**config.mk**
```make
export PLATFORM = sky130hd
export DESIGN_NAME = takvim_sayaci
export DESIGN_NICKNAME = d
export VERILOG_FILES = /design/src/rtl/takvim_pkg.sv /design/src/rtl/tik_uretici.sv /design/src/rtl/takvim_sayaci.sv
export SDC_FILE = /design/constraint.sdc
export NUM_CORES = 1
export LEC_CHECK = 0
export ABC_CLOCK_PERIOD_IN_PS = 8180
export BUFFER_PORTS_ARGS = -buffer_cell sky130_fd_sc_hd__buf_2
export CAP_MARGIN = 15
export CORE_MARGIN = 3
export CORE_UTILIZATION = 57
export CTS_CLUSTER_DIAMETER = 40
export DETAILED_ROUTE_END_ITERATION = 6
export PLACE_DENSITY = 0.79
export SLEW_MARGIN = 25
export SYNTH_ARGS = -nofsm -noshare
export SYNTH_HDL_FRONTEND = slang
export SYNTH_SLANG_ARGS = --single-unit
export TNS_END_PERCENT = 30
```
**constraint.sdc**
```tcl
create_clock -name CLK -period 8.18 [get_ports CLK]
set_input_delay 1.227 -clock CLK [delete_from_list [all_inputs] [get_ports CLK]]
set_output_delay 1.227 -clock CLK [all_outputs]
set_load 0.01 [all_outputs]
```
**src/rtl/takvim_pkg.sv**
```systemverilog
// Calendar core shared definitions: field-select encoding, field limits, month-length helpers.
// Latency: n/a (types, constants and pure functions only).
// Backpressure: n/a.
package takvim_pkg;

    typedef enum logic [2:0] {
        ALAN_SANIYE = 3'd0,
        ALAN_DAKIKA = 3'd1,
        ALAN_SAAT   = 3'd2,
        ALAN_GUN    = 3'd3,
        ALAN_AY     = 3'd4,
        ALAN_YIL    = 3'd5,
        ALAN_YOK_6  = 3'd6,
        ALAN_YOK_7  = 3'd7
    } alan_t;

    localparam logic [5:0] SANIYE_MAX = 6'd59;
    localparam logic [5:0] DAKIKA_MAX = 6'd59;
    localparam logic [4:0] SAAT_MAX   = 5'd23;
    localparam logic [4:0] GUN_MIN    = 5'd1;
    localparam logic [3:0] AY_MIN     = 4'd1;
    localparam logic [3:0] AY_MAX     = 4'd12;

    // Gregorian rule: every 4th year, except centuries not divisible by 400.
    function automatic logic artik_yil(input int unsigned yil);
        return ((yil % 4) == 0) && (((yil % 100) != 0) || ((yil % 400) == 0));
    endfunction

    function automatic logic [4:0] ay_uzunlugu(input logic [3:0] ay, input int unsigned yil);
        logic [4:0] uzunluk;
        case (ay)
            4'd2:                    uzunluk = artik_yil(yil) ? 5'd29 : 5'd28;
            4'd4, 4'd6, 4'd9, 4'd11: uzunluk = 5'd30;
            default:                 uzunluk = 5'd31;
        endcase
        return uzunluk;
    endfunction

endpackage

```
**src/rtl/tik_uretici.sv**
```systemverilog
// Seconds-tick prescaler: counts 0..P-1 with P = max(1, CLK_HZ >> hiz_sec), restarts on speed change.
// Latency: tik is combinational from the counter state; fires in the cycle the counter holds P-1.
// Backpressure: none; counter held at 0 while calis is low.
// Ports: clk, reset (sync, active-high), calis (run enable), hiz_sec (speed exponent), tik (one-cycle pulse).
module tik_uretici
    import takvim_pkg::*;
#(
    parameter int CLK_HZ = 100_000_000,
    parameter int HIZ_W  = 3
) (
    input  logic             clk,
    input  logic             reset,
    input  logic             calis,
    input  logic [HIZ_W-1:0] hiz_sec,
    output logic             tik
);

    // Largest count is CLK_HZ-1 (at hiz_sec = 0).
    localparam int SAYAC_W = (CLK_HZ > 1) ? $clog2(CLK_HZ) : 1;

    logic [SAYAC_W-1:0] sayac_q, sayac_d;
    logic [HIZ_W-1:0]   hiz_q, hiz_d;
    logic [31:0]        periyot;
    logic               hiz_degisti;

    always_comb begin
        periyot = 32'(CLK_HZ) >> hiz_sec;
        if (periyot == 32'd0) begin
            periyot = 32'd1;
        end
        hiz_degisti = (hiz_sec != hiz_q);
        hiz_d       = hiz_sec;
        tik         = 1'b0;
        sayac_d     = sayac_q;
        // A speed change restarts the period so the new rate starts clean.
        if (!calis || hiz_degisti) begin
            sayac_d = '0;
        end else if (32'(sayac_q) == (periyot - 32'd1)) begin
            tik     = 1'b1;
            sayac_d = '0;
        end else begin
            sayac_d = sayac_q + SAYAC_W'(1);
        end
    end

    always_ff @(posedge clk) begin
        if (reset) begin
            sayac_q <= '0;
            // Track the input through reset so a static setting is not seen as a change.
            hiz_q   <= hiz_sec;
        end else begin
            sayac_q <= sayac_d;
            hiz_q   <= hiz_d;
        end
    end

endmodule

```
**src/rtl/takvim_sayaci.sv**
```systemverilog
// Real-time calendar core: seconds cascade with true month lengths and leap years, run/stop, per-field edit.
// Latency: all outputs registered; edits and ticks appear one cycle after the causing event.
// Backpressure: none; edits while running are dropped and flagged on duzenleme_hatasi.
// Ports: CLK, reset (sync, active-high), calis_dur (toggle run), hiz_sec, alan_sec, arttir/azalt (edit pulses),
//        saniye/dakika/saat/gun/ay/yil fields, calisiyor, saniye_tik, gun_tasma, duzenleme_hatasi pulses.
module takvim_sayaci
    import takvim_pkg::*;
#(
    parameter int CLK_HZ        = 100_000_000,
    parameter int HIZ_W         = 3,
    parameter int YIL_W         = 12,
    parameter int YIL_MIN       = 2000,
    parameter int YIL_MAX       = 2099,
    parameter int BASLANGIC_YIL = 2024
) (
    input  logic             CLK,
    input  logic             reset,
    input  logic             calis_dur,
    input  logic [HIZ_W-1:0] hiz_sec,
    input  logic [2:0]       alan_sec,
    input  logic             arttir,
    input  logic             azalt,
    output logic [5:0]       saniye,
    output logic [5:0]       dakika,
    output logic [4:0]       saat,
    output logic [4:0]       gun,
    output logic [3:0]       ay,
    output logic [YIL_W-1:0] yil,
    output logic             calisiyor,
    output logic             saniye_tik,
    output logic             gun_tasma,
    output logic             duzenleme_hatasi
);

    localparam logic [YIL_W-1:0] YIL_ALT = YIL_W'(YIL_MIN);
    localparam logic [YIL_W-1:0] YIL_UST = YIL_W'(YIL_MAX);
    localparam logic [YIL_W-1:0] YIL_ILK = YIL_W'(BASLANGIC_YIL);

    logic [5:0]       saniye_q, saniye_d;
    logic [5:0]       dakika_q, dakika_d;
    logic [4:0]       saat_q, saat_d;
    logic [4:0]       gun_q, gun_d;
    logic [3:0]       ay_q, ay_d;
    logic [YIL_W-1:0] yil_q, yil_d;
    logic             calisiyor_q, calisiyor_d;
    logic             saniye_tik_q, saniye_tik_d;
    logic             gun_tasma_q, gun_tasma_d;
    logic             hata_q, hata_d;

    logic             tik;
    logic             tek_yon;
    logic [4:0]       ay_uzun;
    logic [4:0]       yeni_uzun;
    logic [3:0]       yeni_ay;
    logic [YIL_W-1:0] yeni_yil;

    tik_uretici #(
        .CLK_HZ (CLK_HZ),
        .HIZ_W  (HIZ_W)
    ) u_tik (
        .clk     (CLK),
        .reset   (reset),
        .calis   (calisiyor_q),
        .hiz_sec (hiz_sec),
        .tik     (tik)
    );

    always_comb begin
        saniye_d     = saniye_q;
        dakika_d     = dakika_q;
        saat_d       = saat_q;
        gun_d        = gun_q;
        ay_d         = ay_q;
        yil_d        = yil_q;
        saniye_tik_d = 1'b0;
        gun_tasma_d  = 1'b0;
        yeni_ay      = ay_q;
        yeni_yil     = yil_q;
        yeni_uzun    = 5'd31;

        // Toggle uses the pre-toggle state; edits below see calisiyor_q, not calisiyor_d.
        calisiyor_d  = calis_dur ? ~calisiyor_q : calisiyor_q;

        // Both pulses together is treated as no request at all.
        tek_yon      = arttir ^ azalt;
        hata_d       = calisiyor_q && tek_yon;

        ay_uzun      = ay_uzunlugu(ay_q, 32'(yil_q));

        // tik only fires while running, so it never competes with an edit.
        if (tik) begin
            saniye_tik_d = 1'b1;
            if (saniye_q >= SANIYE_MAX) begin
                saniye_d = '0;
                if (dakika_q >= DAKIKA_MAX) begin
                    dakika_d = '0;
                    if (saat_q >= SAAT_MAX) begin
                        saat_d      = '0;
                        gun_tasma_d = 1'b1;
                        if (gun_q >= ay_uzun) begin
                            gun_d = GUN_MIN;
                            if (ay_q >= AY_MAX) begin
                                ay_d  = AY_MIN;
                                yil_d = (yil_q >= YIL_UST) ? YIL_ALT : yil_q + YIL_W'(1);
                            end else begin
                                ay_d = ay_q + 4'd1;
                            end
                        end else begin
                            gun_d = gun_q + 5'd1;
                        end
                    end else begin
                        saat_d = saat_q + 5'd1;
                    end
                end else begin
                    dakika_d = dakika_q + 6'd1;
                end
            end else begin
                saniye_d = saniye_q + 6'd1;
            end
        end else if (!calisiyor_q && tek_yon) begin
            case (alan_t'(alan_sec))
                ALAN_SANIYE: begin
                    if (arttir) saniye_d = (saniye_q >= SANIYE_MAX) ? 6'd0 : saniye_q + 6'd1;
                    else        saniye_d = (saniye_q == 6'd0) ? SANIYE_MAX : saniye_q - 6'd1;
                end
                ALAN_DAKIKA: begin
                    if (arttir) dakika_d = (dakika_q >= DAKIKA_MAX) ? 6'd0 : dakika_q + 6'd1;
                    else        dakika_d = (dakika_q == 6'd0) ? DAKIKA_MAX : dakika_q - 6'd1;
                end
                ALAN_SAAT: begin
                    if (arttir) saat_d = (saat_q >= SAAT_MAX) ? 5'd0 : saat_q + 5'd1;
                    else        saat_d = (saat_q == 5'd0) ? SAAT_MAX : saat_q - 5'd1;
                end
                ALAN_GUN: begin
                    if (arttir) gun_d = (gun_q >= ay_uzun) ? GUN_MIN : gun_q + 5'd1;
                    else        gun_d = (gun_q <= GUN_MIN) ? ay_uzun : gun_q - 5'd1;
                end
                ALAN_AY: begin
                    if (arttir) yeni_ay = (ay_q >= AY_MAX) ? AY_MIN : ay_q + 4'd1;
                    else        yeni_ay = (ay_q <= AY_MIN) ? AY_MAX : ay_q - 4'd1;
                    ay_d      = yeni_ay;
                    // Keep the day valid for the month just selected.
                    yeni_uzun = ay_uzunlugu(yeni_ay, 32'(yil_q));
                    if (gun_q > yeni_uzun) gun_d = yeni_uzun;
                end
                ALAN_YIL: begin
                    if (arttir) yeni_yil = (yil_q >= YIL_UST) ? YIL_ALT : yil_q + YIL_W'(1);
                    else        yeni_yil = (yil_q <= YIL_ALT) ? YIL_UST : yil_q - YIL_W'(1);
                    yil_d     = yeni_yil;
                    // Leaving a leap year can shorten February.
                    yeni_uzun = ay_uzunlugu(ay_q, 32'(yeni_yil));
                    if (gun_q > yeni_uzun) gun_d = yeni_uzun;
                end
                default: begin
                end
            endcase
        end
    end

    always_ff @(posedge CLK) begin
        if (reset) begin
            saniye_q     <= '0;
            dakika_q     <= '0;
            saat_q       <= '0;
            gun_q        <= GUN_MIN;
            ay_q         <= AY_MIN;
            yil_q        <= YIL_ILK;
            calisiyor_q  <= 1'b1;
            saniye_tik_q <= 1'b0;
            gun_tasma_q  <= 1'b0;
            hata_q       <= 1'b0;
        end else begin
            saniye_q     <= saniye_d;
            dakika_q     <= dakika_d;
            saat_q       <= saat_d;
            gun_q        <= gun_d;
            ay_q         <= ay_d;
            yil_q        <= yil_d;
            calisiyor_q  <= calisiyor_d;
            saniye_tik_q <= saniye_tik_d;
            gun_tasma_q  <= gun_tasma_d;
            hata_q       <= hata_d;
        end
    end

    assign saniye           = saniye_q;
    assign dakika           = dakika_q;
    assign saat             = saat_q;
    assign gun              = gun_q;
    assign ay               = ay_q;
    assign yil              = yil_q;
    assign calisiyor        = calisiyor_q;
    assign saniye_tik       = saniye_tik_q;
    assign gun_tasma        = gun_tasma_q;
    assign duzenleme_hatasi = hata_q;

endmodule

```
==> metrics.md <==
| Metric | Value |
|---|---|
| Largest clock skew in the final design | `0.00796 ns` |
| Cell area after technology mapping | `8370 um2` |
| Total cell area at the placement stage | `8830 um2` |
| Clock tree from TritonCTS | `done` |
| Number of violations of the max-capacitance limit | `0` |
| Power Dens Cells | `113 nW/um2` |
| Class of the most critical setup path | `register to register` |
| Buffers on Ports | `52` |
| Per-cell routed wire length | `17.4 um` |
| Class of the tightest hold or removal check | `register to register` |
| Share of the synthesized area in the top cell type | `17.2%` |
| Worst IR drop on VDD | `0.000119 V` |
| Critical path's largest stage delay | `0.53 ns` |
| Via count of the first global-routing pass | `8,484` |
| Die Height | `127 um` |
| Top cell types by occurrence after synthesis | `sky130_fd_sc_hd__nor2_1, sky130_fd_sc_hd__a21oi_1, sky130_fd_sc_hd__nand2_1, sky130_fd_sc_hd__dfxtp_1, sky130_fd_sc_hd__o21ai_0` |
| Final setup TNS | `0 ns` |
| Number of buffers on the longest clock path | `2` |
| Via Count | `9,513` |
| Largest net degree at the start of global routing | `44` |
| Final nets | `1,273` |
| Most frequent cell after synthesis | `sky130_fd_sc_hd__nor2_1` |
| CP Max Fanout | `8` |
| Crit path required time | `8.45 ns` |
| Most used DFF post-synth | `sky130_fd_sc_hd__dfxtp_1` |
| Initial Utilization | `59.3%` |
| Metal2 WL | `11,200 um` |
| Gp weighted congestion | `1.00` |
| Layout Cell Area excl Fill | `9300 um2` |
| I/O pin cnt | `53` |
| Number of flip-flops and latches in the synthesized netlist | `72` |
| Yosys warning total | `0` |
| Remaining global-route overflow | `0` |
| CTS buffer count | `9` |
| Worst path slowest cell | `sky130_fd_sc_hd__or4_4` |
| Initial antenna violation count | `0` |
| FILL cells | `1,258` |
| Cell type contributing the most total cell area after synthesis | `sky130_fd_sc_hd__dfxtp_1` |
| Worst-case hold slack | `0.504 ns` |
| Max-slew headroom | `31.2%` |
| Run status | `finished, violations left` |
| Router iterations before antenna repair | `7` |
| Synth Area per Inst | `6.90 um2` |
| Wire length of the first global-routing pass | `40,600 um` |
| Final number of hold-violating endpoints | `0` |
| DRC | `7` |
| Width of the die | `127 um` |
| Count of cell types in the netlist | `102` |
| Number of buffers inserted for hold repair after clock tree synthesis | `0` |
| Area of the die | `16,200 um2` |
| Top routing layer used | `met4` |
| Violations in the final reports | `design-rule violations` |
| CTS clk-pin slew, worst paths | `0.06 ns` |
| Number of setup violations in the final report | `0` |
| Amount of wire on met3 after detailed routing | `2250 um` |
| Post-placement cell count | `1,404` |
| Async S/R FF share, synth | `0%` |
| H-Tree Level Count | `3` |
| Final cycle utilization of the critical path | `94.9%` |
| Sequential element share of the synthesized area | `17.2%` |
| Nature of the critical path endpoint | `register` |
| Largest cells by area after synthesis | `sky130_fd_sc_hd__dfxtp_1, sky130_fd_sc_hd__nor2_1, sky130_fd_sc_hd__a21oi_1, sky130_fd_sc_hd__nand2_1, sky130_fd_sc_hd__o21ai_0` |
| Worst-margin pin slew | `1.03 ns` |
| Violation count after the first detailed-routing iteration | `1,062` |
| Fraction of layout instances using a drive strength above 1 | `16.0%` |
| Number of vias per cell | `6.69` |
| Maximum operating frequency | `129 MHz` |
| Clock period minus final worst setup slack | `7.77 ns` |
| Root buffer cell | `sky130_fd_sc_hd__clkbuf_16` |
| Detailed-placement wirelength estimate | `17,500 um` |
| Pins Over Slew Limit | `0` |
| FP Rows | `43` |
| Total Wirelength | `24,700 um` |
| Count of flip-flops with a built-in enable after synthesis | `0` |
| Area Overhead vs Synth | `11.2%` |
| PnR Total Power | `1.05 mW` |
| Startpoint types | `register` |
| Skew-Pair Late Insertion Delay | `0.34 ns` |
| Floorplan Core Area | `14,100 um2` |
| Met1 wire length | `10,700 um` |
| Post-synth net total | `1,249` |
| Antenna Nets Post-Route | `0` |
| Synthesized instance count | `1,213` |
| Final Instance Count excl. Fillers | `1,421` |
| Pleak | `3.37 nW` |
| Count of inserted antenna diode cells | `0` |
| Clock sink total | `72` |
| Tot GR Track Use | `29.2%` |
| Arrival time reported for the critical path endpoint | `8.03 ns` |
-- cells in the final DEF, fill, tap and decap left out, drive strengths merged, types with 11 or more instances in the layout --
master	netlist	layout
o21ai	73	73
and2	15	15
nor4	12	12
and3	13	13
a211oi	26	26
buf	17	93
ha	25	25
nand4	12	12
or3	19	19
a21o	15	15
dfxtp	72	72
a31oi	20	20
nand2	95	95
o211ai	11	11
or2	21	21
xnor2	36	36
nand2b	21	21
nor2	153	153
o31ai	13	13
nor3b	12	12
mux2i	13	13
xor2	18	18
or4	11	11
inv	39	39
nor3	55	55
nand3	50	50
a21oi	104	104
-- cells by family (layout without fill, tap and decap cells) --
kind of cell / Yosys count / after routing / share of synthesized area (%)
AND/OR/NAND/NOR: 529 / 529 / 32.5
flip-flops: 72 / 72 / 17.2
adder cells (fa/ha/maj): 28 / 28 / 4.10
XOR/XNOR: 54 / 54 / 5.65
AO/OA/AOI/OAI: 395 / 395 / 33.3
multiplexers: 13 / 13 / 1.56
buffers and inverters: 122 / 150 / 5.73
-- critical path: cells and delay by family (launching register included) --
kind | cells | cell delay [ns]
AOI/OAI and AO/OA | 12 | 2.82
adders and majority gates | 3 | 0.75
buffers and inverters | 2 | 0.28
DFF | 1 | 0.35
and+or+nand+nor | 15 | 3.46
-- metal layers --
layer	vias up	global-route usage (%)
li1	4575	-
met3	73	5.48
met4	0	10.8
met2	497	45.0
met1	4368	40.7
met5	-	0
-- layout make-up --
cell class	count	area (um2)	share of cell area, %
Clock buffer	9	225	2.42
Clock inverter	6	37.5	0.404
Inverter	41	154	1.66
Multi-Input combinational cell	1019	6630	71.3
Sequential cell	72	1450	15.6
Tap cell	180	225	2.42
Timing Repair Buffer	94	578	6.22
-- sequential cells by signal, indices dropped and copies added (netlist names) --
| name | count |
|---|---|
| u_tik.sayac_q | 27 |
| yil | 12 |
| dakika | 6 |
| saniye | 6 |
| gun | 5 |
| saat | 5 |
| ay | 4 |
| u_tik.hiz_q | 3 |
| calisiyor | 1 |
| duzenleme_hatasi | 1 |
| gun_tasma | 1 |
| saniye_tik | 1 |
-- metrics by stage --
step	worst slack (ns)	util [%]
floorplan	0.119	-
CTS	0.160	64.5
detailed placement	0.0313	62.6
global placement	0.278	62.6
finish	0.414	66.0
global route	-0.0510	66.0
-- power breakdown --
group | total (mW) | switching [mW] | internal [mW]
Clock | 0.355 | 0.153 | 0.202
Combinational | 0.332 | 0.201 | 0.131
Sequential | 0.363 | 0.00822 | 0.355
-- what timing repair did --
action,CTS,global route
resized for setup,0,42
setup endpoints to repair,0,17
buffers inserted,0,2
-- final timing paths --
path	cells after the start	from	slack, ns	endpoint
max	32	yil[1]	0.41	gun[0]
min	1	u_tik.sayac_q[0]	0.50	u_tik.sayac_q[0]
max reg2reg	32	yil[1]	0.41	gun[0]
min reg2reg	1	u_tik.sayac_q[0]	0.50	u_tik.sayac_q[0]
Note: power is estimated with default switching activity, not from simulation.
